### config.mk
export PLATFORM = sky130hd
export DESIGN_NAME = sigma_fetch_flat
export DESIGN_NICKNAME = d
export VERILOG_FILES = /design/src/rtl/sigma_fetch_if.sv /design/src/rtl/sigma_fetch.sv /design/src/flat_wrapper.sv
export SDC_FILE = /design/constraint.sdc
export NUM_CORES = 1
export LEC_CHECK = 0
export ABC_AREA = 1
export CORE_MARGIN = 2
export CORE_UTILIZATION = 40
export DETAILED_ROUTE_END_ITERATION = 16
export GPL_TIMING_DRIVEN = 0
export PLACE_DENSITY = 0.69
export SETUP_SLACK_MARGIN = 0.4
export SLEW_MARGIN = 10
export SYNTH_ARGS = -nofsm -noshare
export SYNTH_HDL_FRONTEND = slang
export SYNTH_SLANG_ARGS = --single-unit
### constraint.sdc
create_clock -name clock -period 5.7 [get_ports clock]
set_input_delay 1.71 -clock clock [delete_from_list [all_inputs] [get_ports clock]]
set_output_delay 1.71 -clock clock [all_outputs]
set_load 0.01 [all_outputs]
### src/rtl/sigma_fetch_if.sv
// sigma_fetch_if: request, sigma buffer port and coefficient stream of sigma_fetch
interface sigma_fetch_if #(
    parameter int DATA_W     = 8,
    parameter int ADDR_W     = 8,
    parameter int SLOT_SHIFT = 4
);
    logic                         start;
    logic [ADDR_W-SLOT_SHIFT-1:0] slot;
    logic [3:0]                   degree;
    logic                         rden;
    logic [ADDR_W-1:0]            rdaddress;
    logic [DATA_W-1:0]            q;
    logic                         wren;
    logic [ADDR_W-1:0]            wraddress;
    logic [DATA_W-1:0]            data;
    logic                         coef_valid;
    logic                         coef_ready;
    logic [DATA_W-1:0]            coef_data;
    logic [3:0]                   coef_idx;
    logic                         coef_last;
    logic                         busy;
    logic                         done;
    logic                         err;
    modport master (
        input  start, slot, degree, q, coef_ready,
        output rden, rdaddress, wren, wraddress, data,
               coef_valid, coef_data, coef_idx, coef_last, busy, done, err
    );
    modport slave (
        output start, slot, degree, q, coef_ready,
        input  rden, rdaddress, wren, wraddress, data,
               coef_valid, coef_data, coef_idx, coef_last, busy, done, err
    );
endinterface

### src/rtl/sigma_fetch.sv
// sigma_fetch: streams one slot of sigma coefficients from the buffer to Chien search.
// Define SIGMA_FETCH_CLEAR_EN to zero each entry as it is read (clear-on-read).
module sigma_fetch #(
    parameter int T          = 8,
    parameter int DATA_W     = 8,
    parameter int ADDR_W     = 8,
    parameter int SLOT_SHIFT = 4
) (
    input logic          clock,
    input logic          reset,
    sigma_fetch_if.master bus
);
    typedef enum logic [1:0] {IDLE, FETCH, DRAIN} state_t;
    state_t                       state;
    logic [ADDR_W-SLOT_SHIFT-1:0] slot_r;
    logic [3:0]                   deg_r, idx, infl_idx, i0, i1;
    logic [DATA_W-1:0]            d0, d1;
    logic [1:0]                   occ, wpos;
    logic                         inflight, valid, last, pop, issue, bad, done_r, err_r;
    logic [ADDR_W-1:0]            addr;

    assign valid = occ != 2'd0;
    assign last  = valid && i0 == deg_r;
    assign pop   = valid & bus.coef_ready;
    // occ + inflight - pop < 2, kept non-negative by moving pop to the right side
    assign issue = state == FETCH && idx <= deg_r && ({1'b0, occ} + {2'b0, inflight}) < 3'd2 + {2'b0, pop};
    assign addr  = {slot_r, {SLOT_SHIFT{1'b0}}} + ADDR_W'(idx);
    assign bad   = 32'(bus.degree) > 32'(T);
    assign wpos  = occ - {1'b0, pop};

    assign bus.rden       = issue;
    assign bus.rdaddress  = issue ? addr : '0;
    assign bus.coef_valid = valid;
    assign bus.coef_data  = d0;
    assign bus.coef_idx   = i0;
    assign bus.coef_last  = last;
    assign bus.busy       = state != IDLE;
    assign bus.done       = done_r;
    assign bus.err        = err_r;

    always_ff @(posedge clock) begin
        if (reset) begin
            state    <= IDLE;
            slot_r   <= '0;
            deg_r    <= '0;
            idx      <= '0;
            infl_idx <= '0;
            inflight <= 1'b0;
            occ      <= '0;
            d0       <= '0;
            d1       <= '0;
            i0       <= '0;
            i1       <= '0;
            done_r   <= 1'b0;
            err_r    <= 1'b0;
        end else begin
            done_r   <= 1'b0;
            inflight <= issue;
            infl_idx <= idx;
            if (issue) idx <= idx + 4'd1;
            if (pop) begin
                d0 <= d1;
                i0 <= i1;
            end
            // returned word lands behind whatever survives this cycle's pop
            if (inflight && wpos == 2'd0) begin
                d0 <= bus.q;
                i0 <= infl_idx;
            end else if (inflight) begin
                d1 <= bus.q;
                i1 <= infl_idx;
            end
            occ <= occ + {1'b0, inflight} - {1'b0, pop};
            if (state == IDLE && bus.start) begin
                slot_r <= bus.slot;
                deg_r  <= bus.degree;
                idx    <= '0;
                err_r  <= bad;
                done_r <= bad;
                state  <= bad ? IDLE : FETCH;
            end
            if (state == FETCH && issue && idx == deg_r) state <= DRAIN;
            if (state == DRAIN && pop && last) begin
                state  <= IDLE;
                done_r <= 1'b1;
            end
        end
    end

`ifdef SIGMA_FETCH_CLEAR_EN
    logic [ADDR_W-1:0] infl_addr;
    always_ff @(posedge clock) begin
        if (reset) infl_addr <= '0;
        else infl_addr <= addr;
    end
    assign bus.wren      = inflight;
    assign bus.wraddress = inflight ? infl_addr : '0;
    assign bus.data      = '0;
`else
    assign bus.wren      = 1'b0;
    assign bus.wraddress = '0;
    assign bus.data      = '0;
`endif
endmodule

### src/flat_wrapper.sv
// flat-port wrapper written by rule: the top's interface ports become plain ports
module sigma_fetch_flat 
#(
    parameter int T          = 8,
    parameter int DATA_W     = 8,
    parameter int ADDR_W     = 8,
    parameter int SLOT_SHIFT = 4
)
  (clock, reset, bus_start, bus_slot, bus_degree, bus_q, bus_coef_ready, bus_rden, bus_rdaddress, bus_wren, bus_wraddress, bus_data, bus_coef_valid, bus_coef_data, bus_coef_idx, bus_coef_last, bus_busy, bus_done, bus_err);
  sigma_fetch_if #(.DATA_W(DATA_W), .ADDR_W(ADDR_W), .SLOT_SHIFT(SLOT_SHIFT)) bus_i ();
  input logic clock;
  input logic reset;
  input wire logic [$bits(bus_i.start)-1:0] bus_start;
  input wire logic [$bits(bus_i.slot)-1:0] bus_slot;
  input wire logic [$bits(bus_i.degree)-1:0] bus_degree;
  input wire logic [$bits(bus_i.q)-1:0] bus_q;
  input wire logic [$bits(bus_i.coef_ready)-1:0] bus_coef_ready;
  output wire logic [$bits(bus_i.rden)-1:0] bus_rden;
  output wire logic [$bits(bus_i.rdaddress)-1:0] bus_rdaddress;
  output wire logic [$bits(bus_i.wren)-1:0] bus_wren;
  output wire logic [$bits(bus_i.wraddress)-1:0] bus_wraddress;
  output wire logic [$bits(bus_i.data)-1:0] bus_data;
  output wire logic [$bits(bus_i.coef_valid)-1:0] bus_coef_valid;
  output wire logic [$bits(bus_i.coef_data)-1:0] bus_coef_data;
  output wire logic [$bits(bus_i.coef_idx)-1:0] bus_coef_idx;
  output wire logic [$bits(bus_i.coef_last)-1:0] bus_coef_last;
  output wire logic [$bits(bus_i.busy)-1:0] bus_busy;
  output wire logic [$bits(bus_i.done)-1:0] bus_done;
  output wire logic [$bits(bus_i.err)-1:0] bus_err;
  assign bus_i.start = bus_start;
  assign bus_i.slot = bus_slot;
  assign bus_i.degree = bus_degree;
  assign bus_i.q = bus_q;
  assign bus_i.coef_ready = bus_coef_ready;
  assign bus_rden = bus_i.rden;
  assign bus_rdaddress = bus_i.rdaddress;
  assign bus_wren = bus_i.wren;
  assign bus_wraddress = bus_i.wraddress;
  assign bus_data = bus_i.data;
  assign bus_coef_valid = bus_i.coef_valid;
  assign bus_coef_data = bus_i.coef_data;
  assign bus_coef_idx = bus_i.coef_idx;
  assign bus_coef_last = bus_i.coef_last;
  assign bus_busy = bus_i.busy;
  assign bus_done = bus_i.done;
  assign bus_err = bus_i.err;
  sigma_fetch #(.T(T), .DATA_W(DATA_W), .ADDR_W(ADDR_W), .SLOT_SHIFT(SLOT_SHIFT)) u_core (.clock(clock), .reset(reset), .bus(bus_i));
endmodule
Word level (Yosys, flattened, before mapping)
Index checks and enable logic that the tools add are counted.
{"block": "classes", "n_reduce_logical": 19, "muxes": 10, "n_eq_ne": 4, "n_lt_le_gt_ge": 3, "n_addsub": 7, "n_bitwise": 2}
{"operator": "two-way mux 8 bit", "n": 3}
{"operator": "logical AND 1 bit", "n": 9}
{"operator": "adder 8 x 4 -> 8 bit", "n": 1}
{"operator": "== test 4 bit", "n": 2}
{"operator": "two-way mux 4 bit", "n": 2}
{"operator": "nonzero test 2 bit", "n": 4}
{"operator": "adder 4 x 1 -> 4 bit (second input constant)", "n": 1}
{"operator": "greater-than comparator 4 bit (second input constant)", "n": 1}
{"operator": "<= comparator 4 bit", "n": 1}
{"operator": "logical NOT 2 bit", "n": 2}
{"operator": "two-way mux 2 bit", "n": 2}
{"operator": "OR reduction 2 bit", "n": 2}
{"operator": "subtractor 2 x 1 -> 2 bit", "n": 2}
{"operator": "adder 2 x 1 -> 3 bit", "n": 1}
{"operator": "adder 2 x 1 -> 3 bit (first input constant)", "n": 1}
{"operator": "less-than comparator 3 bit", "n": 1}
{"operator": "two-way mux 1 bit", "n": 3}
{"operator": "OR reduction 3 bit", "n": 1}
{"operator": "adder 2 x 1 -> 2 bit", "n": 1}
{"operator": "== test 2 x 1 -> 1 bit (second input constant)", "n": 1}
{"operator": "== test 2 bit (second input constant)", "n": 1}
{"operator": "AND reduction 2 bit", "n": 1}
{"operator": "AND 1 bit", "n": 1}
{"operator": "NOT 1 bit", "n": 1}
{"block": "totals", "output_inout_bits": 43, "wordCells": 59, "ff_bits": 47, "in_bits": 20}

Depth between registers and ports, before layout
Gate-level depths: netlist (run 1).
{"block": "depth", "ltp_word": 8, "depth_mapped": 12, "mapped_depth_nobuf": 12}

Worst setup path before layout (run 1)
No wires, ideal clock.
{"block": "synth_timing", "path_type": "input port to output port", "startpoint": "input port bus_coef_ready", "endpoint": "output port bus_rdaddress[1]", "cell_stages": 5, "slack_ps": 1638, "t_required_ps": 3990, "path_buffers": 1, "t_arrival_ps": 2352, "cell_sequence": "nand3_2 a21oi_4 nand2_2 buf_6 nor2_1"}
{"block": "synth_via", "elab_chain_len": 5}
{"element": "from (decl)", "line": "flat_wrapper.sv:17", "text": "input wire logic [$bits(bus_i.coef_ready)-1:0] bus_coef_ready;"}
{"element": "AND 1 bit", "line": "sigma_fetch.sv:24", "text": "assign pop = valid & bus.coef_ready;"}
{"element": "adder 2 x 1 -> 3 bit", "line": "sigma_fetch.sv:26", "text": "assign issue = state == FETCH && idx <= deg_r && ({1'b0, occ} + {2'b0, inflight}) < 3'd2 + {2'b0, pop};"}
{"element": "less-than comparator 3 bit", "line": "sigma_fetch.sv:26"}
{"element": "logical AND 1 bit", "line": "sigma_fetch.sv:26"}
{"element": "two-way mux 8 bit", "line": "sigma_fetch.sv:32", "text": "assign bus.rdaddress = issue ? addr : '0;"}
{"element": "to (decl)", "line": "flat_wrapper.sv:19", "text": "output wire logic [$bits(bus_i.rdaddress)-1:0] bus_rdaddress;"}
No other way between the ends.

Final worst setup path (run 1)
Same ends and word-level chain as after synthesis.

==> out/qor.yml, run 1 <==
setup_path:
  path_max_fanout: 10
  cp-start-kind: "primary input"
  rrSetupSlack_ps: 3480
  path_class: "in2out"
  r2r_cells: 11
  critPathCaptureType: "primary output"
  worstPathArrival_ps: 3460
  r2r_start: "u_core.occ[0]$_SDFF_PP0_"
  rr_endpoint: "u_core.bus.coef_data[7]$_SDFFE_PP0P_"
  required_ps: 3990
route:
  wl_met2_um: 2240
  wl_per_cell_um: 10.9
  ant_nets: 0
  route.met3.wl_um: 316
  via_per_inst: 4.58
  first_iter_violations: 81
  drt-met1-wl_um: 2260
  topRoutingLayerUsed: "met4"
  vias: 2034
  firstDrtPassIters: 4
  drc_errors: 0
  totalWireLength_um: 4850
timing:
  relSlewSlack: 0.653
  hold_viol: 0
  worst_slew_pin_slew_ps: 521
  rsz0062_at_grt: "false"
  drv_slew: 0
  clock_skew_ps: 10.3
  final.setup.tns_ps: 0
  max_freq_ghz: 0.193
  min_period_over_period: 0.907
  setup_viol: 0
  layout_setup_ws_ps: 531
  min_period_ps: 5170
clock_network:
  cts_tree: "yes"
  post_cts_buffers: 0
  cts_max_path_buffers: 2
  clk_pin_slew_ps: 100
  root_buffer: "clkbuf_8"
  cts_resized: 0
  clk-insertion-delay-late_ps: 300
  clock-sinks: 47
  cts_hold_buffers: 0
  htree_levels: 2
  cts_made_buffers: 5
place:
  place_ws_ps: 504
  routabilityCongestion: 0.828
  dp_cells: 436
  hpwlAfterDp_um: 3670
  io_buffers: 45
yosys:
  synth_warnings: 0
  netlist_area_um2: 2260
  ys_seq_area_frac: 0.416
  syn-mean-instance-area_um2: 7.46
  yosysUniqueCellTypes: 26
  ys_ff_latch: 47
  synth_cells: 303
die:
  core_area_um2: 5470
  initial_core_util: 0.413
  die_x_um: 79.2
  ios: 63
  core.rowCount: 27
  dieHeight_um: 79.2
  dieArea_um2: 6270
run:
  maxCapViolCount: 0
final_layout:
  syn2layout_area_growth_pct: 31.7
  drive_gt1_frac: 0.105
  fin_nets: 401
  antennaDiodeCount: 0
  layout.cells.non_filler: 444
power:
  leakage_nw: 1.27
  ir_worst_vdd_v: 0.000149
  powerDensity_nw_per_um2: 315
  power_mw: 0.938
worst_hold_path:
  hold-path-cell-count: 2
  min-delay-start: "u_core.d1[0]$_SDFFE_PP0P_"
  holdPathEnd: "u_core.d1[0]$_SDFFE_PP0P_"
  hold_class: "reg2reg"
global_route:
  grt_pass1_wl_um: 7910
  first_global_vias: 1822
  grt_max_degree: 17
  grt-ovfl-total: 0
  track_usage: 0.159
  antenna_found_initial: 0
outcome:
  status: "complete, no violations"
==> sequential cells by signal, summed over array words and instances, names as in the netlist <==
| name | flops |
|---|---|
| u_core.i1 | 4 |
| u_core.d1 | 8 |
| u_core.occ | 2 |
| u_core.bus.coef_idx | 4 |
| u_core.deg_r | 4 |
| u_core.infl_idx | 4 |
| u_core.inflight | 1 |
| u_core.bus.coef_data | 8 |
| u_core.bus.err | 1 |
| u_core.slot_r | 4 |
| u_core.state | 2 |
| u_core.bus.done | 1 |
| u_core.idx | 4 |
==> placed cells by master, fill, tap and decap left out, types with 5 or more instances in the layout <==
master / instances
dfxtp_1: 47
clkbuf_1: 6
buf_4: 18
o21ai_0: 47
nand3_1: 11
ha_1: 10
clkdlybuf4s50_1: 45
nor2_1: 26
a21oi_1: 35
inv_1: 44
clkbuf_8: 5
nand2_1: 35
conb_1: 17
==> cell usage after synthesis <==
| library cell | count | share of area |
|---|---|---|
| nor2_1 | 26 | 0.043 |
| a21oi_4 | 1 | 0.0072 |
| buf_4 | 18 | 0.060 |
| nand3b_1 | 1 | 0.0033 |
| nor3_1 | 2 | 0.0044 |
| inv_1 | 44 | 0.073 |
| nand3_2 | 1 | 0.0044 |
| clkbuf_1 | 6 | 0.010 |
| buf_6 | 2 | 0.010 |
| nand4_1 | 1 | 0.0028 |
| buf_2 | 2 | 0.0044 |
| ha_1 | 10 | 0.055 |
| nand2_2 | 3 | 0.0083 |
| nand2_4 | 1 | 0.0050 |
| xor2_1 | 3 | 0.012 |
| xnor2_1 | 1 | 0.0039 |
| conb_1 | 1 | 0.0017 |
| inv_2 | 1 | 0.0017 |
| a21oi_1 | 35 | 0.078 |
| nand2_1 | 35 | 0.058 |
| dfxtp_1 | 47 | 0.42 |
| or2_2 | 2 | 0.0055 |
| o21ai_0 | 47 | 0.10 |
| o21ai_1 | 1 | 0.0022 |
| nand3_1 | 11 | 0.024 |
| buf_1 | 1 | 0.0017 |
==> report_power, final <==
group | switching [mW] | internal (mW) | total, mW
Sequential | 0.0214 | 0.364 | 0.386
Clock | 0.118 | 0.133 | 0.251
Combinational | 0.167 | 0.134 | 0.301
Total | 0.307 | 0.631 | 0.938
==> worst max-delay path: stages <==
cell and delay, ps:
clkdlybuf4s50_1 500, nand3_2 100, a21oi_4 230, nand2_2 100, buf_6 160, nor2_1 110, clkdlybuf4s50_1 550
==> how the worst max path moves through the flow <==
stage                         startpoint                to  depth (start not counted)
after floorplan           bus_coef_ready  bus_rdaddress[1]                          5
after global placement    bus_coef_ready  bus_rdaddress[1]                          7
after detailed placement  bus_coef_ready  bus_rdaddress[1]                          7
after CTS                 bus_coef_ready  bus_rdaddress[1]                          7
after global routing      bus_coef_ready  bus_rdaddress[1]                          7
final                     bus_coef_ready  bus_rdaddress[1]                          7
==> layout make-up <==
cell class / count / area (µm²)
fill: 553 / 2500
buffer: 29 / 194
clock inverter: 3 / 47.5
timing repair buffer: 45 / 450
sequential: 47 / 941
multi-input combinational: 198 / 1020
clock buffer: 5 / 68.8
inverter: 45 / 169
tap: 72 / 90.1
==> layer usage <==
| metal | GRT usage | vias up |
|---|---|---|
| met2 | 0.267 | 68 |
| li1 | - | 1072 |
| met1 | 0.198 | 887 |
| met4 | 0.0552 | 0 |
| met5 | 0 | - |
| met3 | 0.0386 | 7 |
==> through the flow <==
step | area [µm²] | util | hold WS (ps)
4_1_cts | 2980 | 0.544 | 455
3_3_place_gp | 2860 | 0.523 | 433
5_1_grt | 2980 | 0.544 | 480
3_5_place_dp | 2860 | 0.523 | 441
2_1_floorplan | 2320 | - | 424
6_report | 2980 | 0.544 | 451
==> cells by family after synthesis <==
family | share of synthesized area
xor+xnor | 0.0155
flops | 0.416
fa+ha+maj | 0.0554
compound gates | 0.191
simple gates | 0.159
other cells | 0.00166
buf+inv | 0.161
No activity file was read; power rests on OpenSTA's default activity.
==> run 2, diff against run 1 <==
- DONT_BUFFER_PORTS: not set -> 1
- PLACE_DENSITY: 0.69 -> not set
- RECOVER_POWER: not set -> 25
==> out/qor.yml, run 2 (synthesis gave the netlist of run 1 again) <==
global_route:
  first_global_vias: 1661  # -8.8%
  grt_max_degree: 16  # -1
  track_usage: 0.163  # +0.00461
  grt-ovfl-total: 0  # unchanged
  grt_pass1_wl_um: 7960  # +0.52%
  antenna_found_initial: 0  # unchanged
worst_hold_path:
  hold_class: "reg2reg"
place:
  hpwlAfterDp_um: 3670  # about the same
  io_buffers: 0  # -100%
  place_ws_ps: 1480  # +977 ps
  routabilityCongestion: 0.782  # -5.6%
clock_network:
  clk_pin_slew_ps: 90  # about the same
  htree_levels: 2  # unchanged
  cts_hold_buffers: 0  # unchanged
  clock-sinks: 47  # unchanged
  cts_made_buffers: 5  # unchanged
  cts_max_path_buffers: 2  # unchanged
  clk-insertion-delay-late_ps: 310  # about the same
  cts_resized: 0  # unchanged
  cts_tree: "yes"
  root_buffer: "clkbuf_8"
  post_cts_buffers: 0  # unchanged
final_layout:
  drive_gt1_frac: 0.119  # +0.0144
  regArea_um2: 941  # unchanged
  antennaDiodeCount: 0  # unchanged
  fin_nets: 356  # -11%
  syn2layout_area_growth_pct: 11.0
  multi_input_area_um2: 1020  # unchanged
  fillers: 598  # +8.1%
  layout_common_cells: "47 x o21ai_0, 47 x dfxtp_1, 44 x inv_1"
timing:
  hold_viol: 0  # unchanged
  setup_viol: 0  # unchanged
  drv_slew: 0  # unchanged
  final.setup.tns_ps: 0  # unchanged
  whs_ps: 449  # -1.86 ps
  rsz0062_at_grt: "false"
  min_period_over_period: 0.738  # -0.169
  clock_skew_ps: 8.02  # -2.29 ps
  layout_setup_ws_ps: 1490  # +963 ps
  max_freq_ghz: 0.238  # +23%
  min_period_ps: 4210  # -963 ps
  worst_slew_pin_slew_ps: 540  # +18.9 ps
  relSlewSlack: 0.640  # -0.0126
setup_path:
  cp-start-kind: "primary input"
  required_ps: 3990  # about the same
  path_max_fanout: 10  # unchanged
  critPathCaptureType: "primary output"
  worstPathArrival_ps: 2500  # -960 ps
  max_stage_delay_ps: 230  # -320 ps
  path_class: "in2out"
  worstPathCellList: "nand3_2 -> a21oi_4 -> nand2_2 -> buf_6 -> nor2_1"
  cp_slowest_cell: "a21oi_4"
die:
  initial_core_util: 0.413  # unchanged
  core_area_um2: 5470  # unchanged
  ios: 63  # unchanged
  core.rowCount: 27  # unchanged
  dieArea_um2: 6270  # unchanged
  dieHeight_um: 79.2  # unchanged
  die_x_um: 79.2  # unchanged
route:
  wl_met2_um: 2260  # +1.2%
  drt-met1-wl_um: 2250  # -0.53%
  vias: 1851  # -9.0%
  drc_errors: 0  # unchanged
  firstDrtPassIters: 4  # unchanged
  first_iter_violations: 68  # -16%
  via_per_inst: 4.64  # +1.3%
  wl_per_cell_um: 12.3  # +12%
  topRoutingLayerUsed: "met4"
  ant_nets: 0  # unchanged
  totalWireLength_um: 4900  # +0.97%
  route.met3.wl_um: 346  # +9.5%
power:
  p_seq_frac: 0.462  # +0.051
  swShare: 0.358  # +0.0308
  leakage_nw: 1.09  # -14%
  powerDensity_nw_per_um2: 340  # +7.9%
  switchingPower_mw: 0.305  # -0.53%
  power_mw: 0.853  # -9.1%
  comb_power_share: 0.278  # -0.043
  ir_worst_vdd_v: 0.000127  # -15%
  cell_internal_pwr_mw: 0.548  # -13%
  clock_power_share: 0.261  # -0.007
outcome:
  status: "complete, no violations"
run:
  maxCapViolCount: 0  # unchanged
## run 2: final timing paths
check,startpoint,endpoint,slack [ps],depth (start not counted)
worst max register to register,u_core.occ[0]$_SDFF_PP0_,u_core.bus.coef_data[6]$_SDFFE_PP0P_,3470,11
worst min register to register,u_core.d1[0]$_SDFFE_PP0P_,u_core.d1[0]$_SDFFE_PP0P_,450,2
worst min-delay path,u_core.d1[0]$_SDFFE_PP0P_,u_core.d1[0]$_SDFFE_PP0P_,450,2
worst max-delay path,bus_coef_ready,bus_rdaddress[1],1490,5
## run 2: area by class of cell
| type | count | share of cell area |
|---|---|---|
| multi-input cells | 198 | 0.405 |
| well taps | 72 | 0.0359 |
| flip-flops and latches | 47 | 0.375 |
| plain buffers | 29 | 0.0773 |
| clock buffers | 6 | 0.0329 |
| clock inverters | 2 | 0.00648 |
| inverters | 45 | 0.0673 |
## run 2: power by group through the flow
stage	logic, mW	registers [mW]	clock network, mW
5_1_grt	0.276	0.398	0.240
3_3_place_gp	0.235	0.401	0
3_5_place_dp	0.241	0.402	0
6_report	0.237	0.394	0.223
4_1_cts	0.241	0.394	0.226
2_1_floorplan	0.194	0.395	0
## run 2: stage by stage
step,instances,utilization,area [µm²]
6_report,399,0.458,2510
5_1_grt,399,0.458,2510
4_1_cts,399,0.458,2510
3_5_place_dp,391,0.440,2410
3_3_place_gp,391,0.440,2410
2_1_floorplan,319,-,2320
## run 2: worst max-delay path: cells and delay by family
kind,cells,cell delay (ps)
AOI/OAI and AO/OA,1,230
buffers and inverters,1,160
and+or+nand+nor,3,390
## run 2: per-layer routing
metal  vias to the layer above  GRT usage
li1                        981          -
met1                       817      0.203
met2                        49      0.269
met3                         4     0.0557
met4                         0     0.0466
met5                         -          0
